## src/rtl/riscv_id_ex_stage_if.sv

```systemverilog
// ID/EX stage bus: the ID-side handshake, the EX/MEM and MEM/WB forwarding
// taps, and the ALU/EX-MEM side outputs.
// master = surrounding pipeline, slave = riscv_id_ex_stage.
interface riscv_id_ex_stage_if #(
  parameter int XLEN       = 32,
  parameter int REG_ADDR_W = 5
);
  logic                  flush;
  logic                  id_valid;
  logic                  id_ready;
  logic [XLEN-1:0]       id_pc;
  logic [REG_ADDR_W-1:0] id_rs1_addr;
  logic [REG_ADDR_W-1:0] id_rs2_addr;
  logic [XLEN-1:0]       id_rs1_data;
  logic [XLEN-1:0]       id_rs2_data;
  logic [XLEN-1:0]       id_imm;
  logic [1:0]            id_src_a_sel;
  logic                  id_src_b_imm;
  logic [3:0]            id_alu_op;
  logic [REG_ADDR_W-1:0] id_rd_addr;
  logic                  id_reg_write;
  logic                  id_mem_read;
  logic                  id_mem_write;
  logic                  ex_ready;
  logic [REG_ADDR_W-1:0] exmem_rd_addr;
  logic [REG_ADDR_W-1:0] memwb_rd_addr;
  logic                  exmem_reg_write;
  logic                  memwb_reg_write;
  logic [XLEN-1:0]       exmem_result;
  logic [XLEN-1:0]       memwb_result;
  logic                  ex_valid;
  logic [XLEN-1:0]       operand_a;
  logic [XLEN-1:0]       operand_b;
  logic [3:0]            alu_op;
  logic [XLEN-1:0]       ex_store_data;
  logic [REG_ADDR_W-1:0] ex_rd_addr;
  logic                  ex_reg_write;
  logic                  ex_mem_read;
  logic                  ex_mem_write;

  modport master (
    output flush, id_valid, id_pc, id_rs1_addr, id_rs2_addr, id_rs1_data,
           id_rs2_data, id_imm, id_src_a_sel, id_src_b_imm, id_alu_op,
           id_rd_addr, id_reg_write, id_mem_read, id_mem_write, ex_ready,
           exmem_rd_addr, memwb_rd_addr, exmem_reg_write, memwb_reg_write,
           exmem_result, memwb_result,
    input  id_ready, ex_valid, operand_a, operand_b, alu_op, ex_store_data,
           ex_rd_addr, ex_reg_write, ex_mem_read, ex_mem_write
  );

  modport slave (
    input  flush, id_valid, id_pc, id_rs1_addr, id_rs2_addr, id_rs1_data,
           id_rs2_data, id_imm, id_src_a_sel, id_src_b_imm, id_alu_op,
           id_rd_addr, id_reg_write, id_mem_read, id_mem_write, ex_ready,
           exmem_rd_addr, memwb_rd_addr, exmem_reg_write, memwb_reg_write,
           exmem_result, memwb_result,
    output id_ready, ex_valid, operand_a, operand_b, alu_op, ex_store_data,
           ex_rd_addr, ex_reg_write, ex_mem_read, ex_mem_write
  );
endinterface

```

## src/rtl/riscv_id_ex_stage.sv

```systemverilog
// ID/EX pipeline register plus EX operand selection feeding riscv_alu.
// Optional macro RISCV_ID_EX_FORWARD_EN: when defined, operands are forwarded
// from EX/MEM and MEM/WB and only load-use costs a single bubble. When
// undefined, operands come from register-file data only and ID stalls while
// any in-flight writer (this stage, EX/MEM, MEM/WB) targets one of its sources.
module riscv_id_ex_stage #(
  parameter int XLEN       = 32,
  parameter int REG_ADDR_W = 5
) (
  input logic               clk,
  input logic               rst,
  riscv_id_ex_stage_if.slave bus
);

  logic                  valid_reg;
  logic [XLEN-1:0]       pc_reg;
  logic [XLEN-1:0]       rs1_data_reg;
  logic [XLEN-1:0]       rs2_data_reg;
  logic [XLEN-1:0]       imm_reg;
  logic [1:0]            src_a_sel_reg;
  logic                  src_b_imm_reg;
  logic [3:0]            alu_op_reg;
  logic [REG_ADDR_W-1:0] rd_addr_reg;
  logic                  reg_write_reg;
  logic                  mem_read_reg;
  logic                  mem_write_reg;
`ifdef RISCV_ID_EX_FORWARD_EN
  logic [REG_ADDR_W-1:0] rs1_addr_reg;
  logic [REG_ADDR_W-1:0] rs2_addr_reg;
`endif

  logic                  load_use;
  logic [XLEN-1:0]       src_data [2];
  logic [XLEN-1:0]       fwd_data [2];

  // True when an in-flight writer targets one of the ID source registers.
  function automatic logic src_hit(input logic [REG_ADDR_W-1:0] rd,
                                   input logic                  we);
    return we && (rd != '0) &&
           ((rd == bus.id_rs1_addr) || (rd == bus.id_rs2_addr));
  endfunction

  // Hazard detection on the incoming ID instruction.
  always_comb begin
    load_use = 1'b0;
`ifdef RISCV_ID_EX_FORWARD_EN
    load_use = bus.id_valid && valid_reg && mem_read_reg &&
               src_hit(rd_addr_reg, 1'b1);
`else
    load_use = bus.id_valid &&
               (src_hit(rd_addr_reg, valid_reg && reg_write_reg) ||
                src_hit(bus.exmem_rd_addr, bus.exmem_reg_write) ||
                src_hit(bus.memwb_rd_addr, bus.memwb_reg_write));
`endif
  end

  assign bus.id_ready = (bus.ex_ready || !valid_reg) && !load_use;

  // Pipeline register: reset, then flush, then advance (bubble on hazard), else hold.
  always_ff @(posedge clk) begin
    if (rst) begin
      valid_reg     <= 1'b0;
      pc_reg        <= '0;
      rs1_data_reg  <= '0;
      rs2_data_reg  <= '0;
      imm_reg       <= '0;
      src_a_sel_reg <= 2'b00;
      src_b_imm_reg <= 1'b0;
      alu_op_reg    <= 4'd0;
      rd_addr_reg   <= '0;
      reg_write_reg <= 1'b0;
      mem_read_reg  <= 1'b0;
      mem_write_reg <= 1'b0;
`ifdef RISCV_ID_EX_FORWARD_EN
      rs1_addr_reg  <= '0;
      rs2_addr_reg  <= '0;
`endif
    end else if (bus.flush) begin
      valid_reg <= 1'b0;
    end else if (bus.ex_ready || !valid_reg) begin
      if (load_use) begin
        valid_reg <= 1'b0;
      end else begin
        valid_reg     <= bus.id_valid;
        pc_reg        <= bus.id_pc;
        rs1_data_reg  <= bus.id_rs1_data;
        rs2_data_reg  <= bus.id_rs2_data;
        imm_reg       <= bus.id_imm;
        src_a_sel_reg <= bus.id_src_a_sel;
        src_b_imm_reg <= bus.id_src_b_imm;
        alu_op_reg    <= bus.id_alu_op;
        rd_addr_reg   <= bus.id_rd_addr;
        reg_write_reg <= bus.id_reg_write;
        mem_read_reg  <= bus.id_mem_read;
        mem_write_reg <= bus.id_mem_write;
`ifdef RISCV_ID_EX_FORWARD_EN
        rs1_addr_reg  <= bus.id_rs1_addr;
        rs2_addr_reg  <= bus.id_rs2_addr;
`endif
      end
    end
  end

  assign src_data[0] = rs1_data_reg;
  assign src_data[1] = rs2_data_reg;

  // Per-source operand resolution; EX/MEM beats MEM/WB, x0 never forwarded.
  generate
    for (genvar gi = 0; gi < 2; gi++) begin : g_fwd
`ifdef RISCV_ID_EX_FORWARD_EN
      logic [REG_ADDR_W-1:0] src_addr;
      assign src_addr = (gi == 0) ? rs1_addr_reg : rs2_addr_reg;
      assign fwd_data[gi] =
        (bus.exmem_reg_write && (bus.exmem_rd_addr != '0) &&
         (bus.exmem_rd_addr == src_addr)) ? bus.exmem_result :
        (bus.memwb_reg_write && (bus.memwb_rd_addr != '0) &&
         (bus.memwb_rd_addr == src_addr)) ? bus.memwb_result :
        src_data[gi];
`else
      assign fwd_data[gi] = src_data[gi];
`endif
    end
  endgenerate

  // Operand A source select; the reserved encoding reads as zero.
  always_comb begin
    bus.operand_a = '0;
    case (src_a_sel_reg)
      2'b00:   bus.operand_a = fwd_data[0];
      2'b01:   bus.operand_a = pc_reg;
      default: bus.operand_a = '0;
    endcase
  end

  assign bus.operand_b     = src_b_imm_reg ? imm_reg : fwd_data[1];
  assign bus.ex_store_data = fwd_data[1];
  assign bus.alu_op        = alu_op_reg;
  assign bus.ex_valid      = valid_reg;
  assign bus.ex_rd_addr    = rd_addr_reg;
  assign bus.ex_reg_write  = valid_reg && reg_write_reg;
  assign bus.ex_mem_read   = valid_reg && mem_read_reg;
  assign bus.ex_mem_write  = valid_reg && mem_write_reg;

endmodule

```

## src/flat_wrapper.sv

```systemverilog
// flat-port wrapper written by rule: the top's interface ports become plain ports
module riscv_id_ex_stage_flat 
#(
  parameter int XLEN       = 32,
  parameter int REG_ADDR_W = 5
)
  (clk, rst, bus_flush, bus_id_valid, bus_id_pc, bus_id_rs1_addr, bus_id_rs2_addr, bus_id_rs1_data, bus_id_rs2_data, bus_id_imm, bus_id_src_a_sel, bus_id_src_b_imm, bus_id_alu_op, bus_id_rd_addr, bus_id_reg_write, bus_id_mem_read, bus_id_mem_write, bus_ex_ready, bus_exmem_rd_addr, bus_memwb_rd_addr, bus_exmem_reg_write, bus_memwb_reg_write, bus_exmem_result, bus_memwb_result, bus_id_ready, bus_ex_valid, bus_operand_a, bus_operand_b, bus_alu_op, bus_ex_store_data, bus_ex_rd_addr, bus_ex_reg_write, bus_ex_mem_read, bus_ex_mem_write);
  riscv_id_ex_stage_if #(.XLEN(XLEN), .REG_ADDR_W(REG_ADDR_W)) bus_i ();
  input logic clk;
  input logic rst;
  input wire logic [$bits(bus_i.flush)-1:0] bus_flush;
  input wire logic [$bits(bus_i.id_valid)-1:0] bus_id_valid;
  input wire logic [$bits(bus_i.id_pc)-1:0] bus_id_pc;
  input wire logic [$bits(bus_i.id_rs1_addr)-1:0] bus_id_rs1_addr;
  input wire logic [$bits(bus_i.id_rs2_addr)-1:0] bus_id_rs2_addr;
  input wire logic [$bits(bus_i.id_rs1_data)-1:0] bus_id_rs1_data;
  input wire logic [$bits(bus_i.id_rs2_data)-1:0] bus_id_rs2_data;
  input wire logic [$bits(bus_i.id_imm)-1:0] bus_id_imm;
  input wire logic [$bits(bus_i.id_src_a_sel)-1:0] bus_id_src_a_sel;
  input wire logic [$bits(bus_i.id_src_b_imm)-1:0] bus_id_src_b_imm;
  input wire logic [$bits(bus_i.id_alu_op)-1:0] bus_id_alu_op;
  input wire logic [$bits(bus_i.id_rd_addr)-1:0] bus_id_rd_addr;
  input wire logic [$bits(bus_i.id_reg_write)-1:0] bus_id_reg_write;
  input wire logic [$bits(bus_i.id_mem_read)-1:0] bus_id_mem_read;
  input wire logic [$bits(bus_i.id_mem_write)-1:0] bus_id_mem_write;
  input wire logic [$bits(bus_i.ex_ready)-1:0] bus_ex_ready;
  input wire logic [$bits(bus_i.exmem_rd_addr)-1:0] bus_exmem_rd_addr;
  input wire logic [$bits(bus_i.memwb_rd_addr)-1:0] bus_memwb_rd_addr;
  input wire logic [$bits(bus_i.exmem_reg_write)-1:0] bus_exmem_reg_write;
  input wire logic [$bits(bus_i.memwb_reg_write)-1:0] bus_memwb_reg_write;
  input wire logic [$bits(bus_i.exmem_result)-1:0] bus_exmem_result;
  input wire logic [$bits(bus_i.memwb_result)-1:0] bus_memwb_result;
  output wire logic [$bits(bus_i.id_ready)-1:0] bus_id_ready;
  output wire logic [$bits(bus_i.ex_valid)-1:0] bus_ex_valid;
  output wire logic [$bits(bus_i.operand_a)-1:0] bus_operand_a;
  output wire logic [$bits(bus_i.operand_b)-1:0] bus_operand_b;
  output wire logic [$bits(bus_i.alu_op)-1:0] bus_alu_op;
  output wire logic [$bits(bus_i.ex_store_data)-1:0] bus_ex_store_data;
  output wire logic [$bits(bus_i.ex_rd_addr)-1:0] bus_ex_rd_addr;
  output wire logic [$bits(bus_i.ex_reg_write)-1:0] bus_ex_reg_write;
  output wire logic [$bits(bus_i.ex_mem_read)-1:0] bus_ex_mem_read;
  output wire logic [$bits(bus_i.ex_mem_write)-1:0] bus_ex_mem_write;
  assign bus_i.flush = bus_flush;
  assign bus_i.id_valid = bus_id_valid;
  assign bus_i.id_pc = bus_id_pc;
  assign bus_i.id_rs1_addr = bus_id_rs1_addr;
  assign bus_i.id_rs2_addr = bus_id_rs2_addr;
  assign bus_i.id_rs1_data = bus_id_rs1_data;
  assign bus_i.id_rs2_data = bus_id_rs2_data;
  assign bus_i.id_imm = bus_id_imm;
  assign bus_i.id_src_a_sel = bus_id_src_a_sel;
  assign bus_i.id_src_b_imm = bus_id_src_b_imm;
  assign bus_i.id_alu_op = bus_id_alu_op;
  assign bus_i.id_rd_addr = bus_id_rd_addr;
  assign bus_i.id_reg_write = bus_id_reg_write;
  assign bus_i.id_mem_read = bus_id_mem_read;
  assign bus_i.id_mem_write = bus_id_mem_write;
  assign bus_i.ex_ready = bus_ex_ready;
  assign bus_i.exmem_rd_addr = bus_exmem_rd_addr;
  assign bus_i.memwb_rd_addr = bus_memwb_rd_addr;
  assign bus_i.exmem_reg_write = bus_exmem_reg_write;
  assign bus_i.memwb_reg_write = bus_memwb_reg_write;
  assign bus_i.exmem_result = bus_exmem_result;
  assign bus_i.memwb_result = bus_memwb_result;
  assign bus_id_ready = bus_i.id_ready;
  assign bus_ex_valid = bus_i.ex_valid;
  assign bus_operand_a = bus_i.operand_a;
  assign bus_operand_b = bus_i.operand_b;
  assign bus_alu_op = bus_i.alu_op;
  assign bus_ex_store_data = bus_i.ex_store_data;
  assign bus_ex_rd_addr = bus_i.ex_rd_addr;
  assign bus_ex_reg_write = bus_i.ex_reg_write;
  assign bus_ex_mem_read = bus_i.ex_mem_read;
  assign bus_ex_mem_write = bus_i.ex_mem_write;
  riscv_id_ex_stage #(.XLEN(XLEN), .REG_ADDR_W(REG_ADDR_W)) u_core (.clk(clk), .rst(rst), .bus(bus_i));
endmodule
```

## config.mk

```make
export PLATFORM = sky130hd
export DESIGN_NAME = riscv_id_ex_stage_flat
export DESIGN_NICKNAME = d
export VERILOG_FILES = /design/src/rtl/riscv_id_ex_stage_if.sv /design/src/rtl/riscv_id_ex_stage.sv /design/src/flat_wrapper.sv
export SDC_FILE = /design/constraint.sdc
export NUM_CORES = 1
export LEC_CHECK = 0
export BUFFER_PORTS_ARGS = -buffer_cell sky130_fd_sc_hd__buf_4
export CELL_PAD_IN_SITES_DETAIL_PLACEMENT = 0
export CELL_PAD_IN_SITES_GLOBAL_PLACEMENT = 2
export CORE_UTILIZATION = 30
export DETAILED_ROUTE_END_ITERATION = 12
export PLACE_DENSITY_LB_ADDON = 0.1
export SETUP_SLACK_MARGIN = 0.4
export SLEW_MARGIN = 20
export SYNTH_ARGS = -nofsm -noshare
export SYNTH_HDL_FRONTEND = slang
export SYNTH_SLANG_ARGS = --single-unit
```

## constraint.sdc

```tcl
create_clock -name clk -period 6.73 [get_ports clk]
set_input_delay 0.673 -clock clk [delete_from_list [all_inputs] [get_ports clk]]
set_output_delay 0.673 -clock clk [all_outputs]
set_load 0.01 [all_outputs]
```

# == After elaboration in Yosys (flattened, before gate mapping) ==
# Cells that the tools add are included.
# word_totals
regBits,144
in_bits,234
out_inout_bits,110
wordCells,49
# classes
n_eq_ne,7
mux,3
bitwise,2
n_reduce_logical,25
# op_table
cell,n
32-bit one-hot mux with 2 select lines,1
32-bit 2-to-1 mux,1
5-bit == test,6
5-bit nonzero test,3
1-bit logical AND,11
1-bit logical OR,6
3-bit AND reduction,1
2-bit by 1-bit == test with 1-bit output (second input constant),1
1-bit logical NOT,2
2-bit logical NOT,1
1-bit NOT,2
2-bit OR reduction,1
1-bit 2-to-1 mux,1

# == Longest topological paths before layout ==
# depth
depth_word,8
depth_mapped,9
depth_no_buf,6

# == Worst setup path before layout ==
# Ideal clock, no wire load.
# synth_timing
path_kind,input-to-output
startpoint,input port bus_memwb_rd_addr[0]
endpoint,output port bus_id_ready
arrival_ps,2006
required_time_ps,6057
slack_ps,4051
stages,5
n_path_buf,0
path_cell_list,or4_1 -> o21a_1 -> a222oi_1 -> nor2_1 -> nor2_1
# synth_via
elab_chain_cells,7
elab_cells_between_ends,10
classes_between,2 x eq/ne; 8 x reduce/logical
# synth_rtl
item,line,rtl
start: declaration,flat_wrapper.sv:28,input wire logic [$bits(bus_i.memwb_rd_addr)-1:0] bus_memwb_rd_addr;
5-bit == test or 5-bit nonzero test (tied branches),"riscv_id_ex_stage.sv:40, riscv_id_ex_stage.sv:39",
1-bit logical OR or 1-bit logical AND (tied branches),"riscv_id_ex_stage.sv:40, riscv_id_ex_stage.sv:39",
1-bit logical AND *,riscv_id_ex_stage.sv:39,return we && (rd != '0) &&
1-bit logical OR *,riscv_id_ex_stage.sv:52,"src_hit(bus.exmem_rd_addr, bus.exmem_reg_write) ||"
1-bit logical AND *,riscv_id_ex_stage.sv:50,load_use = bus.id_valid &&
1-bit logical NOT *,riscv_id_ex_stage.sv:57,assign bus.id_ready = (bus.ex_ready || !valid_reg) && !load_use;
1-bit logical AND *,riscv_id_ex_stage.sv:57,
end: declaration,flat_wrapper.sv:33,output wire logic [$bits(bus_i.id_ready)-1:0] bus_id_ready;
# Mark *: on every way between the ends. The rest lies on a longest branch, timed or not.

# == Worst setup path after layout ==
# layout_timing
startpoint,input port bus_exmem_rd_addr[0]
endpoint,register u_core.imm_reg[5]
# layout_via
elab_chain_cells,8
elab_cells_between_ends,11
classes_between,2 x eq/ne; 1 x bitwise; 8 x reduce/logical
# layout_rtl
item,line,rtl
start: declaration,flat_wrapper.sv:27,input wire logic [$bits(bus_i.exmem_rd_addr)-1:0] bus_exmem_rd_addr;
5-bit == test or 5-bit nonzero test (tied branches),"riscv_id_ex_stage.sv:40, riscv_id_ex_stage.sv:39",
1-bit logical OR or 1-bit logical AND (tied branches),"riscv_id_ex_stage.sv:40, riscv_id_ex_stage.sv:39",
1-bit logical AND *,riscv_id_ex_stage.sv:39,
1-bit logical OR *,riscv_id_ex_stage.sv:51,"(src_hit(rd_addr_reg, valid_reg && reg_write_reg) ||"
1-bit logical OR *,riscv_id_ex_stage.sv:52,
1-bit logical AND *,riscv_id_ex_stage.sv:50,
1-bit NOT (no source line) *,n/a,
3-bit AND reduction (no source line) *,n/a,
end signal: assignment,riscv_id_ex_stage.sv:88,imm_reg <= bus.id_imm;
end: declaration,riscv_id_ex_stage.sv:19,logic [XLEN-1:0] imm_reg;
# Marks and branches as above.
# A chain may end at the register's enable or synchronous reset.

==> metrics.txt <==
unrepaired setup endpoints after global routing=false; number of max-cap violations=0; antenna cells=0; Post-Synth Simple-Gate Area=0.2620; #FFs+latches synth=~140; Core ar.=25250 um2; Starting Density=0.3061; Avg WL per Cell=~15 um; post-synthesis compound-gate area fraction=0.008254; total CTS buffers=17; die height=162.5 um; status=finished, final reports clean; hold crit path type=in -> reg; clock skew=about 9.6 ps; Max IR drop VDD=0.1052 mV; crit end category=flip-flop; HPWL Detailed=13690 um; drt first pass iters=4; Largest stage delay, worst path=around 860 ps; CP Class=in -> reg; WL final=20430 um; Mapped Cells=792; post-CTS setup buffers=0; endpoints failing setup=0; hold_buf cts=0; # port buffers=279; startpoint types=input pin; Layout Utilization=0.4165; Die Wd=162.5 um; slowest CP cell=o21a_4; initial antenna violation count=0; final hold vios=0; first-pass GRT wire length=31890 um; Syn Std Cell Area=around 7700 um2; largest net degree at the start of global routing=~180; Setup TNS=0 ps; Slew headroom=0.3209; post-route design area=between 10000 and 15000 um2; final hold slack=422.7 ps; r2r startpoint=u_core.bus.ex_rd_addr[1]; fin nets=1269; Total GRT Usage=0.1546; placed cell area=9922 um2; CP dominant cell by count=buf_4; # rows=58; Lkg Pwr=4.680 nW; CTS tree=yes; Max Clock Freq=283.8 MHz; Initial DRC Count=331; DR DRC count=0; syn_nets=~1000; CP Data Arrival Time=roughly 3900 ps; Area growth, synth to finish=36.06%; CP Max Fanout=50; later-pin clock latency in the skew report=around 420 ps; commonest non-fill, non-tap cell in the layout=nand2b_1; GR Overflow Total=0; via/cell ratio=4.328; Synth Warn #=0; Netlist cell types=22; min-delay src=bus_flush; PostCTS Resize Cnt=0; syn avg cell area=between 9 and 10 um2; post-synthesis sequential area ratio=0.3729; Die ar.=26420 um2; routability cong.=0.7877; worst endpoint required time=7070 ps; post-synthesis adder-cell area fraction=0; io pins=344; CP startpoint=bus_exmem_rd_addr[0]; Tmin final=3524 ps; fill cell count=2578; multiplexer area fraction after synthesis=0.2732; ANT nets after route=0; Synth Area in XOR/XNOR=0.03399; crit share post-route=0.5236; vias in the first global route=5885; final slew viol count=0; crit path cell chain=buf_4 -> or4_1 -> o21a_1 -> a222oi_1 -> o21a_4 -> buf_4 -> mux2i_1; clk slew on worst S/H paths=60 ps; clk buf depth=2; CTS sink cnt=about 140; H-tree Lvls=4; via count=5964; worst slew pin tran=1019 ps; pwr dens=between 200 and 250 nW/um2; layout cells sized above 1=0.3340; most frequent cells in the layout=286 x nand2b_1, 282 x buf_4, 175 x mux2i_1; largest family of logic cells by synthesized area=multiplexers; clk root buf=clkbuf_16
==> final timing paths <==
check	endpoint	slack, ps	cells past startpoint
max	u_core.imm_reg[5]	3210	7
min	u_core.bus.ex_valid	420	2
max reg2reg	u_core.imm_reg[5]	3330	6
min reg2reg	u_core.imm_reg[6]	470	2
==> report_power, final <==
| part | internal [W] | switching [W] | leakage [nW] | total (W) |
|---|---|---|---|---|
| combinational | 0.000260 | 0.000191 | 3.21 | 0.000451 |
| sequential | 0.000915 | 0.0000430 | 1.19 | 0.000958 |
| clock | 0.000565 | 0.000410 | 0.279 | 0.000974 |
| total | 0.00174 | 0.000644 | 4.68 | 0.00238 |
==> metal layers <==
metal  track usage  part of all wire  vias to the layer above
met4       0.04673             0.011                        0
li1              -                 -                     3079
met2        0.2440              0.45                      179
met5             0                 0                        -
met3       0.05882             0.087                       13
met1        0.1941              0.45                     2693
==> stage by stage <==
| stage | power [W] | instances | worst slack, ps |
|---|---|---|---|
| after floorplan | 0.001236 | 792 | 4051 |
| after global placement | 0.001436 | 1346 | 2787 |
| after detailed placement | 0.001436 | 1346 | 2770 |
| after CTS | 0.002430 | 1378 | 3221 |
| after global routing | 0.002508 | 1378 | 3008 |
| final | 0.002383 | 1378 | 3206 |
==> logic make-up after synthesis <==
family | Yosys count
compound gates | 9
xor+xnor | 30
buf+inv | 61
flops | 144
mux | 207
simple gates | 341
==> area by class of cell <==
class	count	area [um2]	share of cell area
Multi-Input combinational cell	587	4472	0.4251
Sequential cell	144	2885	0.2743
Timing Repair Buffer	284	2148	0.2042
Clock buffer	19	442.9	0.04211
Tap cell	330	412.9	0.03925
Clock inverter	13	153.9	0.01463
Inverter	1	3.754	0.0003568
==> cell usage after synthesis <==
cell type,instances,area share
mux2_2,32,0.047
nand3_1,6,0.0039
nor2b_1,1,0.00081
and2_1,3,0.0024
buf_1,1,0.00049
nor2_1,35,0.017
or4_1,3,0.0029
a21oi_1,1,0.00065
buf_4,8,0.0078
dfxtp_1,144,0.37
xnor2_1,30,0.034
nor3_1,1,0.00065
inv_1,1,0.00049
buf_8,1,0.0019
mux2i_1,175,0.23
o21a_1,4,0.0039
nand2_1,6,0.0029
nand2b_1,286,0.23
buf_12,7,0.018
o22ai_1,3,0.0024
a222oi_1,1,0.0013
clkbuf_1,43,0.021
==> worst max-delay path, delay by kind of cell <==
family | cells | cell delay (ps)
AO/OA/AOI/OAI | 3 | 1580
buffers and inverters | 2 | 750
multiplexers | 1 | 250
AND/OR/NAND/NOR | 1 | 570
No activity file was read; power rests on OpenSTA's default activity.
